**src/rtl/shared_port_arbiter.sv**
```systemverilog
// -----------------------------------------------------------------------------
// shared_port_arbiter
//
// Round-robin arbiter that shares one resource port among N_REQ requesters.
// A requester is granted, its burst is forwarded beat by beat to the resource,
// then the block waits for the single response, routes it back to the granted
// requester and re-arbitrates. A response timeout releases a hung resource.
//
// Ports:
//   i_clk, i_rst_n    clock, asynchronous active-low reset
//   i_req_valid       per-requester beat valid                [N_REQ]
//   i_req_data        per-requester beat data, k at [k*DW +: DW]
//   i_req_last        per-requester last beat of burst        [N_REQ]
//   o_req_ready       per-requester beat accepted             [N_REQ]
//   o_rsp_valid       per-requester one-cycle response pulse  [N_REQ]
//   o_rsp_data        registered response data, held between pulses
//   o_res_valid/data/last   beat toward the resource
//   i_res_ready       resource accepts beat
//   i_res_rsp_valid   resource response valid (single cycle)
//   i_res_rsp_data    resource response data
//   o_grant_id        current / last granted requester
//   o_busy            transaction in progress (XFER or WAIT_RSP)
//   o_timeout         one-cycle pulse when the response timed out
// -----------------------------------------------------------------------------
module shared_port_arbiter #(
    parameter int N_REQ      = 4,
    parameter int DATA_WIDTH = 8,
    parameter int TIMEOUT    = 64
) (
    input  logic                          i_clk,
    input  logic                          i_rst_n,
    input  logic [N_REQ-1:0]              i_req_valid,
    input  logic [N_REQ*DATA_WIDTH-1:0]   i_req_data,
    input  logic [N_REQ-1:0]              i_req_last,
    output logic [N_REQ-1:0]              o_req_ready,
    output logic [N_REQ-1:0]              o_rsp_valid,
    output logic [DATA_WIDTH-1:0]         o_rsp_data,
    output logic                          o_res_valid,
    output logic [DATA_WIDTH-1:0]         o_res_data,
    output logic                          o_res_last,
    input  logic                          i_res_ready,
    input  logic                          i_res_rsp_valid,
    input  logic [DATA_WIDTH-1:0]         i_res_rsp_data,
    output logic [$clog2(N_REQ)-1:0]      o_grant_id,
    output logic                          o_busy,
    output logic                          o_timeout
);

    localparam int IDW = $clog2(N_REQ);
    localparam int CW  = $clog2(TIMEOUT) + 1;

    localparam logic [CW-1:0] CNT_LAST = CW'(TIMEOUT - 1);
    localparam logic [CW-1:0] CNT_MAX  = '1;

    typedef enum logic [1:0] {
        IDLE     = 2'd0,
        XFER     = 2'd1,
        WAIT_RSP = 2'd2
    } state_t;

    state_t           state, state_nxt;
    logic [IDW-1:0]   ptr;        // highest-priority requester for next round
    logic [IDW-1:0]   grant;      // granted requester, drives o_grant_id
    logic [IDW-1:0]   grant_inc;  // (grant + 1) mod N_REQ
    logic [IDW-1:0]   win_idx;
    logic             win_found;
    logic [CW-1:0]    cnt;

    logic             beat_fire;
    logic             last_fire;
    logic             rsp_hit;
    logic             tmo_hit;

    // ------------------------------------------------------------------
    // Round-robin search starting at ptr, wrapping modulo N_REQ.
    // ------------------------------------------------------------------
    always_comb begin
        // NOTE: every comb output gets a default first so no path leaves it
        // unassigned, otherwise synthesis infers a latch.
        win_found = 1'b0;
        win_idx   = '0;
        for (int i = 0; i < N_REQ; i++) begin
            int idx;
            idx = int'(ptr) + i;
            if (idx >= N_REQ) idx = idx - N_REQ;
            if (!win_found && i_req_valid[idx]) begin
                win_found = 1'b1;
                win_idx   = IDW'(idx);
            end
        end
    end

    // Explicit wrap so non-power-of-two N_REQ stays in range.
    assign grant_inc = (grant == IDW'(N_REQ - 1)) ? '0 : grant + IDW'(1);

    assign beat_fire = (state == XFER) && i_req_valid[grant] && i_res_ready;
    assign last_fire = beat_fire && i_req_last[grant];
    assign rsp_hit   = (state == WAIT_RSP) && i_res_rsp_valid;
    // A response in the same cycle as the limit takes precedence.
    assign tmo_hit   = (state == WAIT_RSP) && !i_res_rsp_valid && (cnt >= CNT_LAST);

    // ------------------------------------------------------------------
    // FSM: state register
    // ------------------------------------------------------------------
    always_ff @(posedge i_clk or negedge i_rst_n) begin
        // NOTE: sequential state uses non-blocking assignments so every
        // register samples pre-edge values regardless of block ordering.
        if (!i_rst_n) state <= IDLE;
        else          state <= state_nxt;
    end

    // ------------------------------------------------------------------
    // FSM: next-state logic
    // ------------------------------------------------------------------
    always_comb begin
        state_nxt = state;
        case (state)
            IDLE:     if (win_found)           state_nxt = XFER;
            XFER:     if (last_fire)           state_nxt = WAIT_RSP;
            WAIT_RSP: if (rsp_hit || tmo_hit)  state_nxt = IDLE;
            default:                           state_nxt = IDLE;
        endcase
    end

    // ------------------------------------------------------------------
    // FSM: outputs (pass-through of the granted requester during XFER)
    // ------------------------------------------------------------------
    always_comb begin
        o_req_ready = '0;
        o_res_valid = 1'b0;
        o_res_data  = '0;
        o_res_last  = 1'b0;
        o_busy      = (state != IDLE);
        if (state == XFER) begin
            o_res_valid        = i_req_valid[grant];
            o_res_data         = i_req_data[grant*DATA_WIDTH +: DATA_WIDTH];
            o_res_last         = i_req_last[grant];
            o_req_ready[grant] = i_res_ready;
        end
    end

    // ------------------------------------------------------------------
    // Datapath registers: grant, pointer, timeout counter, response
    // ------------------------------------------------------------------
    always_ff @(posedge i_clk or negedge i_rst_n) begin
        if (!i_rst_n) begin
            ptr         <= '0;
            grant       <= '0;
            cnt         <= '0;
            o_rsp_valid <= '0;
            o_rsp_data  <= '0;
            o_timeout   <= 1'b0;
        end else begin
            o_rsp_valid <= '0;
            o_timeout   <= 1'b0;

            if (state == IDLE && win_found) grant <= win_idx;

            // Counter saturates so a stuck WAIT_RSP can never wrap it to 0.
            if (last_fire)
                cnt <= '0;
            else if (state == WAIT_RSP && cnt != CNT_MAX)
                cnt <= cnt + CW'(1);

            if (rsp_hit) begin
                o_rsp_valid <= {{(N_REQ-1){1'b0}}, 1'b1} << grant;
                o_rsp_data  <= i_res_rsp_data;
                ptr         <= grant_inc;
            end else if (tmo_hit) begin
                o_timeout   <= 1'b1;
                ptr         <= grant_inc;
            end
        end
    end

    assign o_grant_id = grant;

endmodule

```
**config.mk**
```make
export PLATFORM = sky130hd
export DESIGN_NAME = shared_port_arbiter
export DESIGN_NICKNAME = d
export VERILOG_FILES = /design/src/rtl/shared_port_arbiter.sv
export SDC_FILE = /design/constraint.sdc
export NUM_CORES = 1
export LEC_CHECK = 0
export CAP_MARGIN = 20
export CORE_ASPECT_RATIO = 0.5
export CORE_MARGIN = 3
export CORE_UTILIZATION = 40
export DETAILED_ROUTE_END_ITERATION = 6
export GPL_TIMING_DRIVEN = 0
export PLACE_DENSITY = 0.85
export SLEW_MARGIN = 30
export SYNTH_ARGS = -nofsm -noshare
export SYNTH_HDL_FRONTEND = slang
export SYNTH_SLANG_ARGS = --single-unit
export TNS_END_PERCENT = 10
```
**constraint.sdc**
```tcl
create_clock -name i_clk -period 2.16 [get_ports i_clk]
set_clock_uncertainty 0.05 [all_clocks]
set_input_delay 0.324 -clock i_clk [delete_from_list [all_inputs] [get_ports i_clk]]
set_output_delay 0.324 -clock i_clk [all_outputs]
set_load 0.02 [all_outputs]
```
After elaboration in Yosys (flattened, before gate mapping). Cells that the tools add are included.

ROM bits: 0. Bits in writable memories: 0. Flip-flop bits (word level): 26. Memories kept: 0. Input bits: 52. Word-level logic and storage cells: 105. Bits in latches: 0. Output and inout bits: 30.

$lt $le $gt $ge: 11. Divide/modulo/power cells: 0. Add/subtract/negate cells: 9. Eq/ne operators: 7. Shift-type cells: 2. Bitwise operators: 1. Reduce and logical (&&, ||, !) cells: 22. $mul: 0. Muxes and demuxes: 46.

Operators with widths (number): 32-bit by 4-bit less-than comparator with 1-bit output, second input constant (4); 32-bit 2-to-1 mux (4); 32-bit by 6-bit variable part select with 8-bit output (1); 2-bit 2-to-1 mux (10); 1-bit 2-to-1 mux (19); 7-bit 2-to-1 mux (2); 1-bit binary-select mux with 2-bit select (6); 1-bit logical AND (12); 3-bit by 3-bit subtractor with 4-bit output, second input constant (3); 3-bit greater-or-equal comparator, second input constant (3); 4-bit 2-to-1 mux (2); 8-bit 2-to-1 mux (1); 7-bit by 1-bit adder with 7-bit output, second input constant (1); 7-bit by 6-bit greater-or-equal comparator with 1-bit output, second input constant (1); 7-bit inequality test, second input constant (1); 2-bit by 2-bit adder with 3-bit output, second input constant (2); 2-bit inequality test, second input constant (3); 2-bit case mux with 3 select lines (1); 2-bit nonzero test (3); 4-bit bitwise AND (1); 2-bit equality test, second input constant (2); 1-bit zero test (4); 1-bit by 2-bit left shift with 4-bit output, first input constant (1); 2-bit by 3-bit subtractor with 4-bit output, second input constant (1); other kinds (10) (10).

Longest topological paths before layout. Gate-level depths: netlist (run 1).

Depth after elaboration: 17. Mapped depth: 6. Depth with buffers taken out: 5.

Worst setup path before layout (run 1). OpenSTA, ideal clock, no wires.

Path type: reg-to-output. Start point: register grant[0] (netlist: o_grant_id[0]). End point: output o_res_data[0]. Setup slack: 150 ps. Path buffers: 1. Arrival time: 1636 ps. Cell stages (with the launch flop): 4. Cells stage by stage: dfrtp_1 > buf_2 > mux4_2 > and2_1.

Cells in the longest elaborated chain, start to end: 2.

Ends and longest elaborated chain: start, declared (RTL line 63) `logic [IDW-1:0] grant;`; start signal, assigned (RTL line 157) `if (state == IDLE && win_found) grant <= win_idx;`; 32-bit by 6-bit variable part select with 8-bit output (RTL line 136) `o_res_data = i_req_data[grant*DATA_WIDTH +: DATA_WIDTH];`; 8-bit 2-to-1 mux (RTL line 134) `if (state == XFER) begin`; end, declared (RTL line 39) `output logic [DATA_WIDTH-1:0] o_res_data,`.

No other way between the ends.

Worst setup path after layout (run 1).
Start point: register grant[0] (netlist: o_grant_id[0]). End point: output o_res_data[7].

The elaborated chain is that of the path after synthesis.

==> results.cfg, run 1 <==
[outcome]
run_status = complete, but fails checks
violated_checks = negative setup slack

[clock_tree]
cts.reportedPaths.clkPinSlew_ns = 0.09
ctsRootBufferMaster = clkbuf_8
cts_buffers = 3
cts_tree = yes
ctsHtreeMaxLevel = 1
cts_sinks = 26
clock_tree.buffer_depth = 2
worstSkewPairLatency_ns = 0.27

[drt]
antenna_violating_nets_post_route = 0
dr_total_vias = 1443
drt-vias-per-instance = 5.23
detailedRoute.firstIterationViolations = 67
routed_wl_mm = 4.27
drc = 0
drt_first_pass_iters = 4
routedWlPerCell_um = 15.5

[timing]
slew_violations = 0
max-slew-margin-rel_pct = 62.8
timing.final.setup_violations = 1
final_hold_viol_count = 0
final_critical_path_setup_slack_ns = -0.00548
fmax_mhz = 462
worst_hold_slack_ns = 0.464
grt_setup_unrepaired = yes
fin_crit_ns = 2.17
final_worst_path_period_share_pct = 100
tightest_slew_ns = 0.558

[setup_path]
critical_path.max_fanout = 4
r2r_start = o_grant_id[0]
reg2reg_setup_slack_ns = 0.26
path_class = flip-flop to output pin
cp-end-kind = output pin
critPathArrivalTime_ns = 1.79
rr_endpoint = state[1]
worst-endpoint-required_ns = 1.79
worst-r2r-cell-count = 6
start_kind = flip-flop

[synthesis]
synth_register_bits = 26
synth-edff-count = 0
synthDistinctLibCells = 35
post_synth_inst_count = 136
leading_area_contributor_after_synthesis = dfrtp_1
synthesis_warnings = 0
netlist_top_cells_count = 26 x dfrtp_1, 13 x nor2_1, 12 x and2_1
syn-cell-area_sq_um = 1580
synth_top_flop_cell = dfrtp_1
synth.yosys.seq_area_share_pct = 41.2
avgSynthCellArea_sq_um = 11.6
synth_nets = 193
synthDominantCellAreaShare_pct = 41.2
netlist_top_cells_area = dfrtp_1 41%, mux4_2 14%, mux2_2 7.1%
synthMostInstantiatedCell = dfrtp_1
async_set_or_reset_flop_fraction_in_the_synthesized_netlist_pct = 100

[global_route]
grt_antenna_before_repair = 0
grtUsageMet2_pct = 34.8
grt_max_degree = 27
met1_usage_pct = 21.6
met3_usage_pct = 4.04
grt.busiest_layer = met2
global_route_wire_length_before_repair_mm = 6.96
first_global_vias = 1482
grtUsageTotal_pct = 18.9
grt.overflow.total = 0

[pwr]
p_leak_nw = 1.13
pwrdens_nw_per_um2 = 1080
power_mw = 2.76
ir_worst_vdd_mv = 0.474

[die]
die_width_um = 94.9
die_h_um = 50.4
core_region_area_sq_um = 3600
num_io_pins = 82
floorplan.rows = 15
die_area_sq_um = 4780
initial_utilization_pct = 43.8

[worst_hold_path]
min_path_cells = 1
min-delay-start = o_rsp_data[1]
hold_path_end = o_rsp_data[1]
hold_class = flip-flop to flip-flop

[placed_design]
dpl_cell_area_sq_um = 2450
preCtsSetupSlack_ns = -0.344
detailed_place_hpwl_mm = 3.43
gp_congestion = 0.746
io_buffers = 81

[final_layout]
design_area_sq_um = 2560
antennaDiodeCount = 0
total_number_of_nets_in_the_final_design = 283
layout-drive-gt1-share_pct = 20.9
syn_to_final_growth_pct = 62.0

[job]
drv.max_cap_violation_count = 0
## cells by family (layout without fill, tap and decap cells)
logic type / after synthesis / after routing / synth area share [%]
compound gates: 18 / 18 / 7.77
xor+xnor: 4 / 4 / 2.22
fa+ha+maj: 5 / 5 / 3.96
buf+inv: 6 / 95 / 2.06
flops: 26 / 26 / 41.2
mux: 22 / 22 / 22.7
simple gates: 55 / 55 / 20.1
## what timing repair did
| action | 4_1_cts | 5_1_grt |
|---|---|---|
| hold buffers | 1 | 0 |
| gates resized for setup | 38 | 6 |
| buffers inserted | 3 | 0 |
| endpoints found under the setup margin | 14 | 13 |
| hold endpoints to repair | 2 | 0 |
## layout make-up
type	instances	area (sq um)
clock buffers	4	55.1
flip-flops and latches	26	653
fillers	265	1040
well taps	51	63.8
inverters	2	7.51
multi-input cells	104	903
plain buffers	4	38.8
repair buffers	85	837
## state kept, by name, summed over array words and instances (netlist names)
signal / count
cnt: 7
o_grant_id: 2
o_rsp_data: 8
o_rsp_valid: 4
o_timeout: 1
ptr: 2
state: 2
## how the worst max path moves through the flow
stage / startpoint / to / slack, ns
after floorplan: o_grant_id[0] / o_res_data[0] / 0.15
after global placement: o_grant_id[0] / o_res_data[0] / -0.32
after detailed placement: o_grant_id[0] / o_res_data[0] / -0.34
after CTS: o_grant_id[0] / o_res_data[7] / -0.009
after global routing: o_grant_id[0] / o_res_data[5] / -0.08
final: o_grant_id[0] / o_res_data[7] / -0.005
## metrics by stage
step | TNS [ns] | std cells | util (%)
2_1_floorplan | 0 | 136 | -
3_3_place_gp | -2.78 | 268 | 68.1
3_5_place_dp | -2.99 | 268 | 68.0
4_1_cts | -0.0119 | 276 | 71.1
5_1_grt | -0.506 | 276 | 71.0
6_report | -0.00548 | 276 | 71.0
## routing by layer
layer  part of all wire, %  wire (um)  vias up
met1                    40       1690      715
met3                   4.1        174       10
met5                     0          0        -
met4                   2.2         96        0
met2                    54       2310       40
li1                      -          -      678
## cells in the final DEF, fill, tap and decap left out, types with 5 or more instances in the layout
cell type	Yosys	layout
mux4_2	10	10
nor2_1	13	13
and3_1	9	9
nand2_1	5	5
and2_1	12	12
ha_1	5	5
mux2_2	10	10
dfrtp_1	26	24
clkdlybuf4s15_2	0	7
clkdlybuf4s50_1	0	66
a21oi_1	5	5
## report_power, final
group / switching, mW / total, mW / leakage [nW] / internal [mW]
Clock: 0.150 / 0.313 / 0.0288 / 0.163
Sequential: 0.145 / 0.771 / 0.345 / 0.626
Combinational: 0.781 / 1.68 / 0.758 / 0.895
Total: 1.08 / 2.76 / 1.13 / 1.68
## worst max-delay path, stage by stage, from the launching register on
cell and delay (ns):
dfrtp_2 0.43, buf_4 0.15, mux4_2 0.48, and2_1 0.18, clkdlybuf4s15_1 0.29
Power figures use the tool's default switching activity.
==> run 2, diff against run 1 <==
--- a/config.mk
+++ b/config.mk
@@ -16,4 +16,3 @@
 export SYNTH_ARGS = -nofsm -noshare
 export SYNTH_HDL_FRONTEND = slang
 export SYNTH_SLANG_ARGS = --single-unit
-export TNS_END_PERCENT = 10
==> results.cfg, run 2 (same netlist as run 1, synthesis figures left out) <==
[setup_path]
critical_path_cell_by_cell = bufbuf_16 > mux4_2 > and2_1 > buf_2
critPathArrivalTime_ns = 1.80
critical_path.max_fanout = 5
path_delay_family = multiplexers
worst-endpoint-required_ns = 1.79
start_kind = flip-flop
path_class = flip-flop to output pin
critical_path_buf_inv_count = 2
worst_setup_path_startpoint = o_grant_id[0]
crit_slowest_cell = mux4_2
r2r_start = o_grant_id[0]
cp-end-kind = output pin
critical-path-max-stage-delay_ns = 0.48

[timing]
grt_setup_unrepaired = yes
timing.final.setup_violations = 1
final_hold_viol_count = 0
slew_violations = 0
tightest_slew_ns = 0.572
max-slew-margin-rel_pct = 61.9
final_critical_path_setup_slack_ns = -0.00907
fin_crit_ns = 2.17
fmax_mhz = 461
final_worst_path_period_share_pct = 100

[outcome]
run_status = complete, but fails checks
violated_checks = negative setup slack

[global_route]
global_route_wire_length_before_repair_mm = 7.16
grt_antenna_before_repair = 0
grtUsageTotal_pct = 19.6
grt.overflow.total = 0
first_global_vias = 1512
grt_max_degree = 27

[final_layout]
design_area_sq_um = 2550
final_cell_mix = 66 x clkdlybuf4s50_1, 24 x dfrtp_1, 13 x nor2_1
layout_commonest_cell = clkdlybuf4s50_1
total_number_of_nets_in_the_final_design = 285
syn_to_final_growth_pct = 61.3
fillCellCount = 270
largest_register_ffs = 8
layout.cells.non_filler = 278
antennaDiodeCount = 0
reg.largest.list = o_rsp_data: 8 flops, cnt: 7 flops, o_rsp_valid: 4 flops
finish.utilization_pct = 70.7
max_flop_register = o_rsp_data
layout-drive-gt1-share_pct = 22.5

[die]
die_width_um = 94.9
floorplan.rows = 15
die_area_sq_um = 4780
num_io_pins = 82
initial_utilization_pct = 43.8
core_region_area_sq_um = 3600
die_h_um = 50.4

[clock_tree]
ctsRootBufferMaster = clkbuf_8
ctsHtreeMaxLevel = 1
cts_sinks = 26
cts.reportedPaths.clkPinSlew_ns = 0.09
clock_tree.buffer_depth = 2
worstSkewPairLatency_ns = 0.27
cts_buffers = 3
cts_tree = yes

[drt]
routedWlPerCell_um = 16.0
dr_total_vias = 1465
drt-vias-per-instance = 5.27
antenna_violating_nets_post_route = 0
routed_wl_mm = 4.45
detailedRoute.firstIterationViolations = 40
drc = 0
drt_first_pass_iters = 5

[placed_design]
io_buffers = 81
post-place-cells = 268
dpl_cell_area_sq_um = 2450
detailed_place_hpwl_mm = 3.43
gp_congestion = 0.746
preCtsSetupSlack_ns = -0.344

[worst_hold_path]
hold_class = flip-flop to flip-flop
min-delay-start = o_rsp_data[1]

[pwr]
power.switching_mw = 1.09
p_int_mw = 1.70
ir_worst_vdd_mv = 0.439
pwrdens_nw_per_um2 = 1100
seq_power_share_pct = 27.7
p_leak_nw = 1.14
clock_power_share_pct = 11.2
power_mw = 2.79
p_sw_share_pct = 39.1
pwr-share-comb_pct = 61.1

[job]
drv.max_cap_violation_count = 0
==> run 2: cell types whose count changed in the layout (fill, tap and decap cells not counted) <==
cell             previous run  this run
buf_2                       2         7
clkbuf_2                    2         5
dlygate4sd2_1               2         3
buf_4                       4         5
dlymetal6s2s_1              1         0
clkdlybuf4s15_2             7         1
bufbuf_16                   0         1
clkdlybuf4s15_1             2         0
==> run 2: repair_timing <==
item	CTS	global route
setup buffers	4	0
hold buffers	1	0
hold endpoints to repair	2	0
cloned	1	0
endpoints found under the setup margin	14	12
gates resized for setup	43	8
pin swaps	0	0
==> run 2: power groups by stage <==
stage / clock, mW / sequential (mW) / combinational, mW
finish: 0.312 / 0.773 / 1.71
global route: 0.343 / 0.801 / 1.82
global placement: 0 / 0.762 / 1.62
floorplan: 0 / 0.850 / 0.849
CTS: 0.315 / 0.769 / 1.74
detailed placement: 0 / 0.780 / 1.64
==> run 2: path summary, 6_finish.rpt <==
kind	end	slack [ns]	cells after the start
max	o_res_data[4]	-0.009	4
min in group asynchronous	cnt[4]	0.52	2
max in group asynchronous	o_grant_id[0]	1.13	2
min reg2reg	o_rsp_data[1]	0.46	1
min	o_rsp_data[1]	0.46	1
max reg2reg	state[1]	0.24	6
==> run 2: worst reg2reg max path, cell delays in order (launching register included) <==
cell and delay (ns):
dfrtp_2 0.44, buf_4 0.16, mux4_2 0.51, and2_1 0.19
and3_4 0.18, buf_6 0.13, o21bai_1 0.15
==> run 2: final cells by class <==
class	instances	area, sq um	share of cell area [%]
clock buffer	4	55.1	2.16
inverter	2	7.51	0.295
buffer	4	38.8	1.52
tap	51	63.8	2.50
multi-input combinational	104	903	35.5
sequential	26	653	25.6
timing repair buffer	87	826	32.4
==> run 2: metal layers <==
layer	vias up	wire length, um	GRT usage, %
li1	688	-	-
met3	12	166	4.19
met2	36	2350	34.8
met4	0	161	9.57
met5	-	0	0
met1	729	1780	22.7
==> run 2: metrics by stage <==
step | setup TNS (ns) | hold WS (ns)
5_1_grt | -0.275 | 0.472
2_1_floorplan | 0 | -0.0216
3_5_place_dp | -2.99 | 0.296
6_report | -0.00907 | 0.462
4_1_cts | -0.0100 | 0.464
3_3_place_gp | -2.78 | 0.438
==> run 3, diff against run 2 <==
--- a/config.mk
+++ b/config.mk
@@ -9,6 +9,7 @@
 export CORE_ASPECT_RATIO = 0.5
 export CORE_MARGIN = 3
 export CORE_UTILIZATION = 40
+export CTS_CLUSTER_SIZE = 10
 export DETAILED_ROUTE_END_ITERATION = 6
 export GPL_TIMING_DRIVEN = 0
 export PLACE_DENSITY = 0.85
==> results of run 3 <==
Final layout, timing and power as in run 2 (identical DEF).
